<file path="config.mk">
export PLATFORM = sky130hd
export DESIGN_NAME = cpu_seq_ctrl_flat
export DESIGN_NICKNAME = d
export VERILOG_FILES = /design/src/rtl/cpu_pkg.sv /design/src/rtl/cpu_seq_ctrl_if.sv /design/src/rtl/cpu_decode.sv /design/src/rtl/cpu_seq_ctrl.sv /design/src/flat_wrapper.sv
export SDC_FILE = /design/constraint.sdc
export NUM_CORES = 1
export LEC_CHECK = 0
export ABC_AREA = 0
export BUFFER_PORTS_ARGS = -buffer_cell sky130_fd_sc_hd__buf_2
export CORE_MARGIN = 5
export CORE_UTILIZATION = 45
export DETAILED_ROUTE_END_ITERATION = 12
export PLACE_DENSITY = 0.74
export SYNTH_ARGS = -nofsm -noshare
export SYNTH_HDL_FRONTEND = slang
export SYNTH_SLANG_ARGS = --single-unit
</file>
<file path="constraint.sdc">
create_clock -name clk -period 1.4 [get_ports clk]
set_clock_uncertainty 0.05 [all_clocks]
set_input_delay 0.07 -clock clk [delete_from_list [all_inputs] [get_ports clk]]
set_output_delay 0.07 -clock clk [all_outputs]
set_load 0.01 [all_outputs]
</file>
<file path="src/rtl/cpu_pkg.sv">
// Shared definitions for the 4-bit CPU sequencer: opcodes, ALU A-operand selects,
// FSM state encoding and the decoded-instruction bundle.
package cpu_pkg;

  localparam logic [3:0] OP_ADD_A  = 4'b0000;
  localparam logic [3:0] OP_MOV_AB = 4'b0001;
  localparam logic [3:0] OP_IN_A   = 4'b0010;
  localparam logic [3:0] OP_MOVI_A = 4'b0011;
  localparam logic [3:0] OP_MOV_BA = 4'b0100;
  localparam logic [3:0] OP_ADD_B  = 4'b0101;
  localparam logic [3:0] OP_IN_B   = 4'b0110;
  localparam logic [3:0] OP_MOVI_B = 4'b0111;
  localparam logic [3:0] OP_HLT    = 4'b1000;
  localparam logic [3:0] OP_OUT_B  = 4'b1001;
  localparam logic [3:0] OP_OUT_I  = 4'b1011;
  localparam logic [3:0] OP_JZ     = 4'b1110;
  localparam logic [3:0] OP_JMP    = 4'b1111;

  localparam logic [1:0] SEL_A    = 2'd0;
  localparam logic [1:0] SEL_B    = 2'd1;
  localparam logic [1:0] SEL_IN   = 2'd2;
  localparam logic [1:0] SEL_ZERO = 2'd3;

  typedef enum logic [2:0] {
    ST_IDLE,
    ST_FETCH,
    ST_EXEC,
    ST_WB,
    ST_HALT
  } state_t;

  typedef struct packed {
    logic [1:0] a_sel;
    logic [3:0] b_val;
    logic       ld_a;
    logic       ld_b;
    logic       ld_out;
    logic       is_add;
    logic       is_jmp;
    logic       is_jz;
    logic       is_hlt;
  } dec_t;

endpackage

</file>
<file path="src/rtl/cpu_seq_ctrl_if.sv">
// Sequencer-side bundle: instruction-memory req/ack fetch port plus ALU/register controls.
// master = sequencer, slave = memory/datapath side.
interface cpu_seq_ctrl_if;
  logic [3:0] imem_addr;
  logic       imem_req;
  logic       imem_ack;
  logic [7:0] imem_data;
  logic [1:0] alu_a_sel;
  logic [3:0] alu_b_val;
  logic       zf;
  logic       ld_a;
  logic       ld_b;
  logic       ld_out;
  logic       halted;

  modport master (
    output imem_addr, imem_req, alu_a_sel, alu_b_val, ld_a, ld_b, ld_out, halted,
    input  imem_ack, imem_data, zf
  );

  modport slave (
    input  imem_addr, imem_req, alu_a_sel, alu_b_val, ld_a, ld_b, ld_out, halted,
    output imem_ack, imem_data, zf
  );
endinterface

</file>
<file path="src/rtl/cpu_decode.sv">
// Combinational instruction decode: IR -> operand selects, load strobes, control class.
// Zero latency; unlisted opcodes decode as NOP (operands idle, no strobes).
module cpu_decode
  import cpu_pkg::*;
(
  input  logic [7:0] ir,
  output dec_t       dec
);

  logic [3:0] op;
  logic [3:0] im;

  assign op = ir[7:4];
  assign im = ir[3:0];

  always_comb begin
    dec = '0;
    dec.a_sel = SEL_ZERO;
    case (op)
      OP_ADD_A:  begin dec.a_sel = SEL_A;  dec.b_val = im; dec.ld_a = 1'b1; dec.is_add = 1'b1; end
      OP_ADD_B:  begin dec.a_sel = SEL_B;  dec.b_val = im; dec.ld_b = 1'b1; dec.is_add = 1'b1; end
      OP_MOVI_A: begin dec.b_val = im; dec.ld_a = 1'b1; end
      OP_MOVI_B: begin dec.b_val = im; dec.ld_b = 1'b1; end
      OP_MOV_AB: begin dec.a_sel = SEL_B;  dec.ld_a = 1'b1; end
      OP_MOV_BA: begin dec.a_sel = SEL_A;  dec.ld_b = 1'b1; end
      OP_IN_A:   begin dec.a_sel = SEL_IN; dec.ld_a = 1'b1; end
      OP_IN_B:   begin dec.a_sel = SEL_IN; dec.ld_b = 1'b1; end
      OP_OUT_B:  begin dec.a_sel = SEL_B;  dec.ld_out = 1'b1; end
      OP_OUT_I:  begin dec.b_val = im; dec.ld_out = 1'b1; end
      OP_JMP:    dec.is_jmp = 1'b1;
      OP_JZ:     dec.is_jz  = 1'b1;
      OP_HLT:    dec.is_hlt = 1'b1;
      default:   ;
    endcase
  end

endmodule

</file>
<file path="src/rtl/cpu_seq_ctrl.sv">
// Fetch/execute sequencer: FETCH (held until imem_ack) -> EXEC -> WB, 3 cycles per
// instruction with zero-wait memory; each cycle without ack stretches FETCH by one.
module cpu_seq_ctrl
  import cpu_pkg::*;
(
  input  logic           clk,
  input  logic           rst,
  cpu_seq_ctrl_if.master bus
);

  state_t     state_q, state_d;
  logic [3:0] pc_q;
  logic [7:0] ir_q;
  logic       flag_q;
  dec_t       dec;

  cpu_decode u_decode (
    .ir  (ir_q),
    .dec (dec)
  );

  always_comb begin
    state_d       = state_q;
    bus.imem_req  = 1'b0;
    bus.alu_a_sel = SEL_ZERO;
    bus.alu_b_val = 4'd0;
    bus.ld_a      = 1'b0;
    bus.ld_b      = 1'b0;
    bus.ld_out    = 1'b0;
    case (state_q)
      ST_IDLE:  state_d = ST_FETCH;
      ST_FETCH: begin
        bus.imem_req = 1'b1;
        if (bus.imem_ack) state_d = ST_EXEC;
      end
      ST_EXEC: begin
        bus.alu_a_sel = dec.a_sel;
        bus.alu_b_val = dec.b_val;
        bus.ld_a      = dec.ld_a;
        bus.ld_b      = dec.ld_b;
        bus.ld_out    = dec.ld_out;
        state_d       = ST_WB;
      end
      ST_WB:    state_d = dec.is_hlt ? ST_HALT : ST_FETCH;
      ST_HALT:  state_d = ST_HALT;
      default:  state_d = ST_IDLE;
    endcase
  end

  assign bus.imem_addr = pc_q;
  assign bus.halted    = (state_q == ST_HALT);

  // zf in WB reflects the EXEC sum, so flag and PC both commit on the WB->FETCH edge.
  always_ff @(posedge clk or posedge rst) begin
    if (rst) begin
      state_q <= ST_IDLE;
      pc_q    <= 4'd0;
      ir_q    <= 8'd0;
      flag_q  <= 1'b0;
    end else begin
      state_q <= state_d;
      if (state_q == ST_FETCH && bus.imem_ack) ir_q <= bus.imem_data;
      if (state_q == ST_WB && !dec.is_hlt) begin
        if (dec.is_add) flag_q <= bus.zf;
        if (dec.is_jmp)                pc_q <= ir_q[3:0];
        else if (dec.is_jz && flag_q)  pc_q <= ir_q[3:0];
        else                           pc_q <= pc_q + 4'd1;
      end
    end
  end

endmodule

</file>
<file path="src/flat_wrapper.sv">
// flat-port wrapper written by rule: the top's interface ports become plain ports
module cpu_seq_ctrl_flat import cpu_pkg::*;
  (clk, rst, bus_imem_addr, bus_imem_req, bus_alu_a_sel, bus_alu_b_val, bus_ld_a, bus_ld_b, bus_ld_out, bus_halted, bus_imem_ack, bus_imem_data, bus_zf);
  cpu_seq_ctrl_if bus_i ();
  input  logic clk;
  input  logic rst;
  output wire logic [$bits(bus_i.imem_addr)-1:0] bus_imem_addr;
  output wire logic [$bits(bus_i.imem_req)-1:0] bus_imem_req;
  output wire logic [$bits(bus_i.alu_a_sel)-1:0] bus_alu_a_sel;
  output wire logic [$bits(bus_i.alu_b_val)-1:0] bus_alu_b_val;
  output wire logic [$bits(bus_i.ld_a)-1:0] bus_ld_a;
  output wire logic [$bits(bus_i.ld_b)-1:0] bus_ld_b;
  output wire logic [$bits(bus_i.ld_out)-1:0] bus_ld_out;
  output wire logic [$bits(bus_i.halted)-1:0] bus_halted;
  input wire logic [$bits(bus_i.imem_ack)-1:0] bus_imem_ack;
  input wire logic [$bits(bus_i.imem_data)-1:0] bus_imem_data;
  input wire logic [$bits(bus_i.zf)-1:0] bus_zf;
  assign bus_imem_addr = bus_i.imem_addr;
  assign bus_imem_req = bus_i.imem_req;
  assign bus_alu_a_sel = bus_i.alu_a_sel;
  assign bus_alu_b_val = bus_i.alu_b_val;
  assign bus_ld_a = bus_i.ld_a;
  assign bus_ld_b = bus_i.ld_b;
  assign bus_ld_out = bus_i.ld_out;
  assign bus_halted = bus_i.halted;
  assign bus_i.imem_ack = bus_imem_ack;
  assign bus_i.imem_data = bus_imem_data;
  assign bus_i.zf = bus_zf;
  cpu_seq_ctrl u_core (.clk(clk), .rst(rst), .bus(bus_i));
endmodule
</file>
* Yosys cells after proc, flatten, opt, wreduce, memory -nomap -nowiden
Cells that the tools add are included.
** Word-level totals
- Register bits after elaboration :: 16
- Logic and storage cells :: 57
** Operators by class
- Add/subtract/negate cells :: 1
- Equality and inequality tests :: 17
- Mux-type cells :: 20
- Reduce and logical (&&, ||, !) cells :: 15
** Operator list (count)
- 4-bit == test, second input constant :: 5
- 4-bit by 3-bit == test with 1-bit output, second input constant :: 4
- 4-bit two-way mux :: 4
- 3-bit one-hot mux with 5 select lines :: 1
- 1-bit two-way mux :: 11
- 4-bit by 2-bit == test with 1-bit output, second input constant :: 2
- 2-bit OR reduction :: 4
- 4-bit OR reduction :: 2
- 3-bit by 2-bit == test with 1-bit output, second input constant :: 2
- 3-bit two-way mux :: 2
- 2-bit one-hot mux with 3 select lines :: 1
- 5-bit OR reduction :: 1
- 4-bit by 1-bit adder with 4-bit output, second input constant :: 1
- 4-bit by 1-bit == test with 1-bit output, second input constant :: 1
- 4-bit zero test :: 1
- 3-bit by 1-bit == test with 1-bit output, second input constant :: 1
- 3-bit == test, second input constant :: 1
- 1-bit logical AND :: 3
- 3-bit zero test :: 1
- 3-bit OR reduction :: 1
- 2-bit two-way mux :: 1
- 2-bit != test, second input constant :: 1
- 2-bit AND reduction :: 1
- 1-bit zero test :: 1

* Depth between registers and ports, before layout
Gate-level depths: netlist of run 1.
- Depth after elaboration :: 5
- Mapped depth :: 4
- Mapped depth without buffers :: 4

* Cells and area by module
Synthesis of run 1 repeated with hierarchy kept, for this count alone.
** Second synthesis, totals
- Cells, all modules :: 92
- Area, all modules :: 930.9 µm²
** Modules (own cells, without submodules)
- cpu_seq_ctrl :: instances 1, cells an instance 70, area an instance 798.3 µm²
- cpu_decode :: instances 1, cells an instance 22, area an instance 132.6 µm²

* Least setup slack after synthesis of run 1
Ideal clock, no wire load.
- Path kind :: register to output
- Start point :: register u_core.ir_q[4]
- End point :: output bus_alu_b_val[0]
- Arrival :: 1412 ps
- Data required time :: 1280 ps
- Path slack :: -132 ps
- Cell stages (with the launch flop) :: 5
- Cells stage by stage :: dfrtp_1 buf_4 or3_1 a21o_1 a211oi_1
** Between the ends
- Longest elaborated chain between the ends :: 4
- Elaborated cells on any way between the ends :: 8
- Classes of those cells :: eq/ne (4); mux (2); reduce/logical (2)
** RTL lines
- start, declared :: line cpu_seq_ctrl.sv:13 : logic [7:0] ir_q;
- start signal, assigned :: line cpu_seq_ctrl.sv:62 : if (state_q == ST_FETCH && bus.imem_ack) ir_q <= bus.imem_data;
- 4-bit == test (tied with other cells) :: line cpu_decode.sv:19 : case (op)
- 5-bit OR reduction (no source line) (*)
- 4-bit two-way mux (*) :: line cpu_decode.sv:19
- 4-bit two-way mux (*) :: line cpu_seq_ctrl.sv:30 : case (state_q)
- end, declared :: line flat_wrapper.sv:10 : output wire logic [$bits(bus_i.alu_b_val)-1:0] bus_alu_b_val;
Mark *: on every way between the ends. The rest lies on a longest branch, timed or not.

* Worst setup path in the final report of run 1
- Start point :: register u_core.ir_q[6]
- End point :: output bus_alu_b_val[2]
Same word-level chain as after synthesis.

==> summary.txt, run 1 <==
Worst setup path
  – Required time of the worst setup path: 1.28 ns
  – Maximum fanout encountered on the critical timing path: 4
  – Reg2Reg Depth: 5
  – Type of the worst setup path: reg2out
  – Reg-to-reg setup timing slack: -0.31 ns
  – Destination of the worst register-to-register timing path: u_core.flag_q
  – Critical Path Source Type: register
  – Critical R2R Launch: u_core.ir_q[4]
  – CP arrival: 1.69 ns
  – Crit. End Element: output pin

Floorplan
  – Die Outline Area: 3050 um^2
  – Total I/O pin count: 27
  – Die extent in y: 55.2 um
  – Horiz. Die Dim: 55.2 um
  – Starting density of the core: 46.9%
  – Number of rows in the core area: 16
  – Core Box Area: 1960 um^2

Cells and area
  – Post-route design area: 1590 um^2
  – Commonest non-fill, non-tap cell in the layout: buf_2
  – Fill cell total of the finished layout: 105
  – Total Nets Final: 168
  – Most frequent cells in the layout: buf_2, buf_4, dfrtp_1
  – Post-synthesis to final-layout area growth: 73.1%
  – Layout cells sized above 1: 62.1%
  – Final cell count without fillers: 180
  – Final antenna diode count: 0

Synthesis
  – Largest cells by area after synthesis: dfrtp_1, mux2_2, a211oi_1
  – Cells after synthesis: 87
  – Synth Warn #: 0
  – Top-area cell type share of the netlist area: 43.5%
  – Unique masters post-synth: 33
  – #FFs+latches synth: 16
  – Avg Inst Size Synth: 10.6 um^2
  – Proportion of synthesized chip area in sequential cells: 43.5%
  – Synthesized Nets: 100
  – Area of the mapped netlist: 920 um^2
  – Top cell type by total area after synthesis: dfrtp_1

Worst hold path
  – Min-Delay Startpoint: bus_imem_ack
  – Number of cells on the worst hold path: 3
  – Worst min path class: in2reg
  – Worst Hold Endpoint: u_core.state_q[0]

GRT
  – Pin count of the biggest net entering global routing: 17
  – Congestion Overflow GR: 0
  – Vias in the first global route: 951
  – Antenna violations before repair: 0
  – Wire length of the first global-routing pass: 4.51 mm
  – GR Util All Layers: 18.4%

Placed design
  – Dpl hpwl: 1.78 mm
  – Placed Cells incl. Taps: 159
  – GP Congestion: 0.797
  – Post-DP Area: 1250 um^2
  – Number of buffer cells added on primary ports: 26

Clock network
  – Clock slew at the register clock pins of the worst setup and hold paths: 0.09 ns
  – Clock sink count: 16
  – Root cell of the clock tree: clkbuf_4
  – Total CTS buffers: 3
  – Maximum buffer depth of the clock tree: 2
  – Source-to-sink clock delay at the later pin of the worst-skew pair: 0.27 ns
  – Clock tree from TritonCTS: done
  – Level count of the clock H-tree: 1

Pwr
  – Cell internal pwr: 2.06 mW
  – Leakage Power: 0.754 nW
  – Switching part of the total: 40.6%
  – Highest ir drop seen on vdd: 1.25 mV
  – Logic pwr share: 67.4%
  – Clock share of power: 6.6%
  – Cell area power density: 2180 nW/um^2
  – Sequential group share of total power: 26.0%
  – Psw: 1.41 mW

Route
  – Final WL: 2.97 mm
  – TritonRoute pass-1 iters: 4
  – Drt via density: 5.18
  – Routed vias: 932
  – Drt drc: 0
  – DRT antenna net count: 0
  – Number of DRC violations after detailed-routing iteration 0: 23
  – Average wire length per cell after detail routing: 16.5 um

Timing
  – Fin. max-slew vios: 0
  – Slew headroom: 58.5%
  – Fmax achieved: 551 MHz
  – Final setup TNS: -3.58 ns
  – Post-route setup slack: -0.415 ns
  – Setup repair after global routing missed its margin: true
  – Final number of setup-violating endpoints: 19
  – Time the worst path needs with I/O delays and setup: 1.81 ns
  – Final critical-path share of the clock period: 130%
  – Slew at the pin closest to its max-slew limit: 0.622 ns
  – Count of final hold-check violations: 0

Run
  – Max-cap violation count: 0

Status
  – Outcome: finished with violations
  – Failing checks: negative setup slack
## worst max-delay path, cell delays in order (launching register included)
cell,delay [ns]
dfrtp_1,0.41
or3_1,0.38
a21o_1,0.24
a211oi_2,0.22
buf_2,0.17
## cell type report
type / count / area [um^2] / area share, %
clock buffer: 3 / 22.5 / 1.42
inverter: 8 / 30.0 / 1.89
multi-input combinational: 59 / 597 / 37.5
sequential: 16 / 402 / 25.2
tap: 27 / 33.8 / 2.12
timing repair buffer: 67 / 507 / 31.8
## metrics by stage
stage | utilization [%] | power, mW | hold WS, ns | setup slack [ns]
floorplan | - | 1.89 | -0.0663 | -0.0918
global placement | 63.9 | 2.49 | 0.121 | -0.148
detailed placement | 63.9 | 2.55 | 0.116 | -0.146
CTS | 77.0 | 3.17 | 0.0521 | -0.407
global route | 81.1 | 3.67 | 0.0484 | -0.465
finish | 81.1 | 3.47 | 0.0445 | -0.415
## Yosys cell counts
cell type / instances
xor2_1: 1
nand2_1: 9
nand2b_1: 1
dfrtp_1: 16
o2111ai_4: 1
mux2_2: 6
a311o_1: 1
or3_2: 1
nand3_1: 1
nor2_1: 2
buf_2: 3
inv_1: 8
o21a_1: 1
mux2i_1: 2
a21o_1: 1
a21oi_1: 1
o21ai_0: 4
nor4_1: 2
mux2_4: 2
a2bb2oi_1: 2
nor2b_1: 2
ha_1: 1
nor2_2: 1
nand3b_1: 1
nor3_1: 1
nor4b_4: 1
nor3b_1: 3
buf_4: 1
o21bai_1: 1
a211oi_1: 6
or3_1: 2
and4bb_1: 1
nand4_1: 1
## worst max path at each step
stage	endpoint	startpoint	cells after the start
finish	bus_alu_b_val[2]	u_core.ir_q[6]	4
global route	bus_alu_b_val[0]	u_core.ir_q[6]	4
CTS	bus_alu_b_val[0]	u_core.ir_q[6]	4
detailed placement	u_core.flag_q	u_core.ir_q[4]	4
global placement	u_core.flag_q	u_core.ir_q[6]	4
floorplan	u_core.bus.imem_addr[1]	u_core.ir_q[4]	4
## flip-flops by register name (all words and copies together) (netlist names)
name and count:
u_core.flag_q 1, u_core.ir_q 8, u_core.state_q 3, u_core.bus.imem_addr 4
## kinds of logic after synthesis
kind of cell | synth area share [%]
mux | 12.8
buf+inv | 5.71
flops | 43.5
fa+ha+maj | 1.36
simple gates | 19.7
compound gates | 15.9
xor+xnor | 0.953
## power by group through the flow
stage	clock network, mW	registers, mW	logic [mW]
floorplan	0	0.891	0.994
detailed placement	0	0.900	1.65
global route	0.246	0.926	2.50
CTS	0.237	0.878	2.06
global placement	0	0.889	1.61
finish	0.229	0.903	2.34
## layer usage
| metal | global-route usage [%] | vias up | share of wire (%) |
|---|---|---|---|
| li1 | - | 447 | - |
| met1 | 23.3 | 448 | 43 |
| met2 | 31.6 | 27 | 50 |
| met3 | 2.33 | 10 | 3.4 |
| met4 | 6.94 | 0 | 4.1 |
| met5 | 0 | - | 0 |
## timing repair
action | 4_1_cts | 5_1_grt
cloned | 0 | 0
pin swaps | 9 | 10
setup buffers | 6 | 3
hold endpoints to repair | 25 | 0
resized for setup | 25 | 15
hold buffers | 10 | 0
setup endpoints to repair | 20 | 26
Power figures use the tool's default switching activity.
==> inputs of run 2 (changes only) <==
- ABC_AREA: 0 -> 1
==> summary.txt, run 2 <==
Worst setup path
  – Type of the worst setup path: reg2out
  – Maximum fanout encountered on the critical timing path: 4
  – Crit. End Element: output pin
  – CP arrival: 1.36 ns
  – Critical path's slowest cell: dfrtp_1
  – Required time of the worst setup path: 1.28 ns
  – Critical Path Source Type: register
  – Critical path cell sequence: buf_4, nand3_1, nand2_1, inv_2, nor3_2, buf_2
  – Critical path's largest stage delay: 0.43 ns

Synthesis
  – Dominant combinational cell family by area after synthesis: simple AND/OR/NAND/NOR gates
  – Top cell type by total area after synthesis: dfrtp_1
  – #FFs+latches synth: 16
  – Top-count cell post-synth: nand2_1
  – Simple-Gate Fraction of Synth Area: 34.2%
  – Cells after synthesis: 115
  – Area of the mapped netlist: 905 um^2
  – Most used flip-flop cell after synthesis: dfrtp_1
  – Top cells by instance count after synthesis: nand2_1, inv_1, dfrtp_1, nand3_1, nor2_1
  – Number of enable-type register cells in the synthesized netlist: 0
  – Top-area cell type share of the netlist area: 44.3%
  – Largest cells by area after synthesis: dfrtp_1, nand2_1, nand3_1
  – Parity-gate share of the synthesized area counting xor and xnor cells: 0.968%
  – Portion of netlist area occupied by mux cells: 0%
  – Synthesized Nets: 128
  – Adder and majority gate portion of the synthesized area: 1.38%
  – Post-synthesis async set-or-reset flop share: 100%
  – Unique masters post-synth: 19
  – Proportion of synthesized chip area in sequential cells: 44.3%
  – Complex-gate fraction of the synthesized area: 10.1%
  – Avg Inst Size Synth: 7.87 um^2
  – Synth Warn #: 0

Timing
  – Fmax achieved: 676 MHz
  – Slew headroom: 58.9%
  – Setup repair after global routing missed its margin: true
  – Post-route setup slack: -0.0798 ns
  – Fin. max-slew vios: 0
  – Final critical-path share of the clock period: 106%
  – Final number of setup-violating endpoints: 7
  – Count of final hold-check violations: 0
  – Slew at the pin closest to its max-slew limit: 0.616 ns
  – Time the worst path needs with I/O delays and setup: 1.48 ns

Floorplan
  – Die Outline Area: 3010 um^2
  – Number of rows in the core area: 16
  – Horiz. Die Dim: 54.8 um
  – Total I/O pin count: 27
  – Die extent in y: 54.8 um
  – Starting density of the core: 46.6%
  – Core Box Area: 1940 um^2

Clock network
  – Source-to-sink clock delay at the later pin of the worst-skew pair: 0.29 ns
  – Maximum buffer depth of the clock tree: 2
  – Total CTS buffers: 3
  – Clock sink count: 16
  – Root cell of the clock tree: clkbuf_4
  – Clock slew at the register clock pins of the worst setup and hold paths: 0.09 ns
  – Level count of the clock H-tree: 1
  – Clock tree from TritonCTS: done

Route
  – Drt via density: 4.92
  – TritonRoute pass-1 iters: 4
  – Final WL: 2.39 mm
  – DRT antenna net count: 0
  – Drt drc: 0
  – Number of DRC violations after detailed-routing iteration 0: 18
  – Routed vias: 939
  – Average wire length per cell after detail routing: 12.5 um

Cells and area
  – Commonest non-fill, non-tap cell in the layout: buf_2
  – Final cell count without fillers: 191
  – Post-synthesis to final-layout area growth: 48.8%
  – Max FFs per register: 8
  – Layout cells sized above 1: 46.3%
  – Biggest register: u_core.ir_q
  – Post-route design area: 1350 um^2
  – Total Nets Final: 179
  – Final antenna diode count: 0
  – Most frequent cells in the layout: buf_2, nand2_1, dfrtp_1

GRT
  – GR Util All Layers: 18.5%
  – Wire length of the first global-routing pass: 3.95 mm
  – Pin count of the biggest net entering global routing: 18
  – Vias in the first global route: 952
  – Antenna violations before repair: 0
  – Congestion Overflow GR: 0

Pwr
  – Cell internal pwr: 1.41 mW
  – Total power: 2.66 mW
  – Psw: 1.26 mW
  – Highest ir drop seen on vdd: 1.30 mV
  – Logic pwr share: 57.2%
  – Leakage Power: 0.695 nW
  – Cell area power density: 1980 nW/um^2
  – Switching part of the total: 47.2%
  – Sequential group share of total power: 33.6%
  – Clock share of power: 9.2%

Placed design
  – GP Congestion: 0.822
  – Post-DP Area: 1060 um^2
  – Placed Cells incl. Taps: 168
  – Dpl hpwl: 1.43 mm
  – Number of buffer cells added on primary ports: 26

Status
  – Outcome: finished with violations
  – Failing checks: negative setup slack

Worst hold path
  – Worst min path class: in2reg

Run
  – Max-cap violation count: 0
## run 2: cell types whose count changed in the layout (fill, tap and decap cells not counted), sizes merged, moves of 3 or more
cell	before	now
a211oi	6	0
a21oi	1	8
buf	57	37
inv	8	19
mux2	8	0
nand2	9	26
nand3	1	15
nor2	3	14
nor3	1	9
nor3b	3	0
o21ai	4	1
or3	3	0
## run 2: worst paths after layout
path | cells past startpoint | slack, ns | to | start
max in group asynchronous | 3 | 0.52 | u_core.ir_q[6] | rst
min in group asynchronous | 3 | 0.34 | u_core.bus.imem_addr[2] | rst
worst max-delay path | 6 | -0.08 | bus_alu_b_val[1] | u_core.ir_q[4]
worst min-delay path | 4 | 0.03 | u_core.state_q[0] | bus_imem_ack
worst max register to register | 8 | 0.04 | u_core.bus.imem_addr[3] | u_core.ir_q[7]
worst min register to register | 2 | 0.45 | u_core.flag_q | u_core.flag_q
## run 2: critical path: cells and delay by family (launching register included)
family | cells | cell delay, ns
AND/OR/NAND/NOR | 3 | 0.28
flip-flops | 1 | 0.43
buffers and inverters | 3 | 0.36
## run 2: area by class of cell
type                            instances  area [um^2]
Fill cell                             159          596
Multi-Input combinational cell         79          489
Timing Repair Buffer                   47          327
Tap cell                               27         33.8
Sequential cell                        16          403
Clock buffer                            3         22.5
Inverter                               19         71.3
## run 2: per-layer routing
metal	track usage, %	vias to the layer above	wire length (um)
met2	31.7	17	1250
met4	8.71	0	30
met3	4.63	5	94
met1	21.1	450	1010
met5	0	-	0
li1	-	467	-
## run 2: stage by stage
stage	setup TNS [ns]	worst slack [ns]	utilization, %	hold WS, ns
global route	-1.22	-0.183	69.3	0.0410
detailed placement	0	0.131	54.8	0.128
global placement	0	0.151	54.8	0.125
CTS	-0.406	-0.0757	67.0	0.0278
floorplan	0	0.145	-	-0.0663
finish	-0.316	-0.0798	69.3	0.0321
## run 2: power groups by stage
| stage | combinational, mW | sequential [mW] | clock [mW] |
|---|---|---|---|
| 6_report | 1.52 | 0.895 | 0.245 |
| 4_1_cts | 1.44 | 0.871 | 0.252 |
| 3_5_place_dp | 1.16 | 0.879 | 0 |
| 2_1_floorplan | 0.873 | 0.874 | 0 |
| 3_3_place_gp | 1.14 | 0.871 | 0 |
| 5_1_grt | 1.70 | 0.924 | 0.280 |
## run 2: repair_timing
| item | in CTS | in global routing |
|---|---|---|
| pin swaps | 2 | 5 |
| hold buffers | 10 | 0 |
| hold endpoints to repair | 25 | 0 |
| gates cloned | 1 | 0 |
| setup buffers | 8 | 1 |
| endpoints found under the setup margin | 9 | 15 |
| resized for setup | 19 | 10 |
## run 2: cell families (layout without fill, tap and decap cells)
| family | Yosys count | count (layout) |
|---|---|---|
| AND/OR/NAND/NOR | 66 | 66 |
| buffers and inverters | 20 | 69 |
| flip-flops | 16 | 16 |
| AO/OA/AOI/OAI | 11 | 11 |
| adder cells (fa/ha/maj) | 1 | 1 |
| XOR/XNOR | 1 | 1 |
==> inputs of run 3 (changes only) <==
- CORE_UTILIZATION: 45 -> 46
- REMOVE_ABC_BUFFERS: default -> 1
- SYNTH_HIERARCHICAL: default -> 1
==> summary.txt, run 3 <==
GRT
  – Wire length of the first global-routing pass: 4.09 mm
  – Vias in the first global route: 1010
  – Antenna violations before repair: 0
  – GR Util All Layers: 15.7%
  – Pin count of the biggest net entering global routing: 17
  – Congestion Overflow GR: 0

Clock network
  – Clock sink count: 16
  – Source-to-sink clock delay at the later pin of the worst-skew pair: 0.29 ns
  – Root cell of the clock tree: clkbuf_4
  – Maximum buffer depth of the clock tree: 2
  – Clock tree from TritonCTS: done
  – Total CTS buffers: 3
  – Clock slew at the register clock pins of the worst setup and hold paths: 0.11 ns
  – Level count of the clock H-tree: 1

Timing
  – Slew at the pin closest to its max-slew limit: 0.611 ns
  – Final setup TNS: -1.79 ns
  – Post-route setup slack: -0.213 ns
  – Slew headroom: 59.2%
  – Worst slack on hold paths: 0.0587 ns
  – Fin. max-slew vios: 0
  – Final critical-path share of the clock period: 115%
  – Setup repair after global routing missed its margin: true
  – Fmax achieved: 620 MHz
  – Time the worst path needs with I/O delays and setup: 1.61 ns
  – Count of final hold-check violations: 0
  – Final number of setup-violating endpoints: 13

Cells and area
  – Max FFs per register: 8
  – Commonest non-fill, non-tap cell in the layout: nand2_1
  – Area taken by multi-input logic gates: 572 um^2
  – Fill cell total of the finished layout: 149
  – Post-route core utilization: 73.8%
  – Area used by sequential logic in the layout: 408 um^2
  – Post-synthesis to final-layout area growth: 48.6%
  – Biggest register: u_core/ir_q
  – Post-route design area: 1480 um^2
  – Total Nets Final: 216
  – Layout cells sized above 1: 41.1%
  – Final antenna diode count: 0
  – Most frequent cells in the layout: nand2_1, buf_2, inv_1

Floorplan
  – Number of rows in the core area: 16
  – Die Outline Area: 3190 um^2
  – Total I/O pin count: 27
  – Core Box Area: 2000 um^2
  – Horiz. Die Dim: 56.5 um
  – Starting density of the core: 49.7%
  – Die extent in y: 56.5 um

Route
  – Top routing layer in use: met3
  – Drt via density: 4.75
  – Met3 wirelength from detailed routing: 159 um
  – Routed metal-1 wire length: 1.19 mm
  – TritonRoute pass-1 iters: 4
  – Average wire length per cell after detail routing: 11.6 um
  – DRT antenna net count: 0
  – Drt drc: 0
  – Final WL: 2.66 mm
  – Number of DRC violations after detailed-routing iteration 0: 37
  – Routed vias: 1087
  – Met2 wire length: 1.31 mm

Placed design
  – Post-DP Area: 1150 um^2
  – Number of buffer cells added on primary ports: 26
  – Dpl hpwl: 1.63 mm
  – GP Congestion: 0.777

Synthesis
  – Top cell type by total area after synthesis: dfrtp_1
  – Cells after synthesis: 151
  – Avg Inst Size Synth: 6.59 um^2
  – Most used flip-flop cell after synthesis: dfrtp_1
  – Post-synthesis async set-or-reset flop share: 100%
  – Top-count cell post-synth: nand2_1
  – Proportion of synthesized chip area in sequential cells: 40.3%
  – Area of the mapped netlist: 995 um^2
  – #FFs+latches synth: 16
  – Synth Warn #: 6
  – Number of enable-type register cells in the synthesized netlist: 0
  – Unique masters post-synth: 18
  – Top cells by instance count after synthesis: nand2_1, inv_1, nor2_1, dfrtp_1, nand3_1
  – Largest cells by area after synthesis: dfrtp_1, nand2_1, inv_1
  – Top-area cell type share of the netlist area: 40.3%

Worst setup path
  – Type of the worst setup path: reg2out
  – Crit. End Element: output pin
  – Critical Path Source Type: register
  – Required time of the worst setup path: 1.28 ns
  – Reg-to-reg setup timing slack: -0.12 ns
  – CP arrival: 1.49 ns
  – Maximum fanout encountered on the critical timing path: 5

Pwr
  – Cell area power density: 2060 nW/um^2
  – Highest ir drop seen on vdd: 1.31 mV
  – Leakage Power: 0.801 nW
  – Total power: 3.04 mW

Status
  – Outcome: finished with violations
  – Failing checks: negative setup slack

Worst hold path
  – Worst min path class: in2reg

Run
  – Max-cap violation count: 0
[run 3: cell count changes in the layout (fill, tap and decap cells not counted), moves of 3 or more]
| cell | delta |
|---|---|
| dfrtp_2 | +4 |
| a21oi_2 | -6 |
| dfrtp_1 | -4 |
| nand2_1 | +24 |
| nor2_1 | +3 |
| inv_1 | +8 |
| nor3_2 | -4 |
| nand2_2 | +6 |
| nor3_1 | -3 |
| nor2_4 | +6 |
[run 3: repair_timing]
item / in CTS / in global routing
buffers inserted: 5 / 7
pin swaps: 3 / 8
gates cloned: 0 / 0
endpoints found under the hold margin: 25 / 0
resized for setup: 9 / 27
setup endpoints to repair: 9 / 17
hold buffers: 10 / 0
[run 3: power by group]
part / leakage (nW) / switching [mW] / internal, mW
Combinational: 0.588 / 0.961 / 0.757
Sequential: 0.192 / 0.318 / 0.687
Clock: 0.0210 / 0.157 / 0.158
Total: 0.801 / 1.44 / 1.60
[run 3: path summary, 6_finish.rpt]
| kind | startpoint | endpoint | depth (start not counted) |
|---|---|---|---|
| hold / removal | bus_imem_ack | u_core/ir_q[4] | 3 |
| hold reg to reg | u_core/ir_q[0] | u_core/ir_q[0] | 2 |
| max in group asynchronous | rst | u_core/state_q[0] | 3 |
| min in group asynchronous | rst | u_core/state_q[1] | 3 |
| setup / recovery | u_core/ir_q[4] | bus_alu_b_val[1] | 9 |
| setup reg to reg | u_core/ir_q[4] | u_core/bus.imem_addr[0] | 10 |
[run 3: layout make-up]
class                   instances  share of cell area [%]
well taps                      27                    2.29
clock buffers                   4                    2.46
multi-input cells             107                    38.7
repair buffers                 48                    21.9
flip-flops and latches         16                    27.6
inverters                      27                    7.03
[run 3: critical path, stage by stage, from the launching register on]
cell     delay, ns
dfrtp_2       0.45
inv_2         0.08
nor2_4        0.11
nand2_2       0.10
nand3_4       0.11
nand2_1       0.05
inv_1         0.05
inv_1         0.03
nor2_1        0.08
buf_2         0.14
[run 3: through the flow]
stage / std cells / setup WS (ns)
after global placement: 203 / 0.0982
after floorplan: 150 / 0.151
after global routing: 229 / -0.320
after detailed placement: 203 / 0.0560
final: 229 / -0.213
after CTS: 222 / -0.179
[run 3: logic make-up after synthesis]
| kind of cell | after synthesis | share of synthesized area (%) |
|---|---|---|
| DFF | 16 | 40.3 |
| buffers and inverters | 28 | 10.6 |
| and+or+nand+nor | 99 | 44.4 |
| AOI/OAI and AO/OA | 7 | 3.52 |
| adders and majority gates | 1 | 1.26 |
[run 3: layer usage]
metal,GRT usage [%],up-vias
met3,3.44,0
met1,19.0,494
met2,28.2,35
met4,3.05,0
li1,-,558
met5,0,-
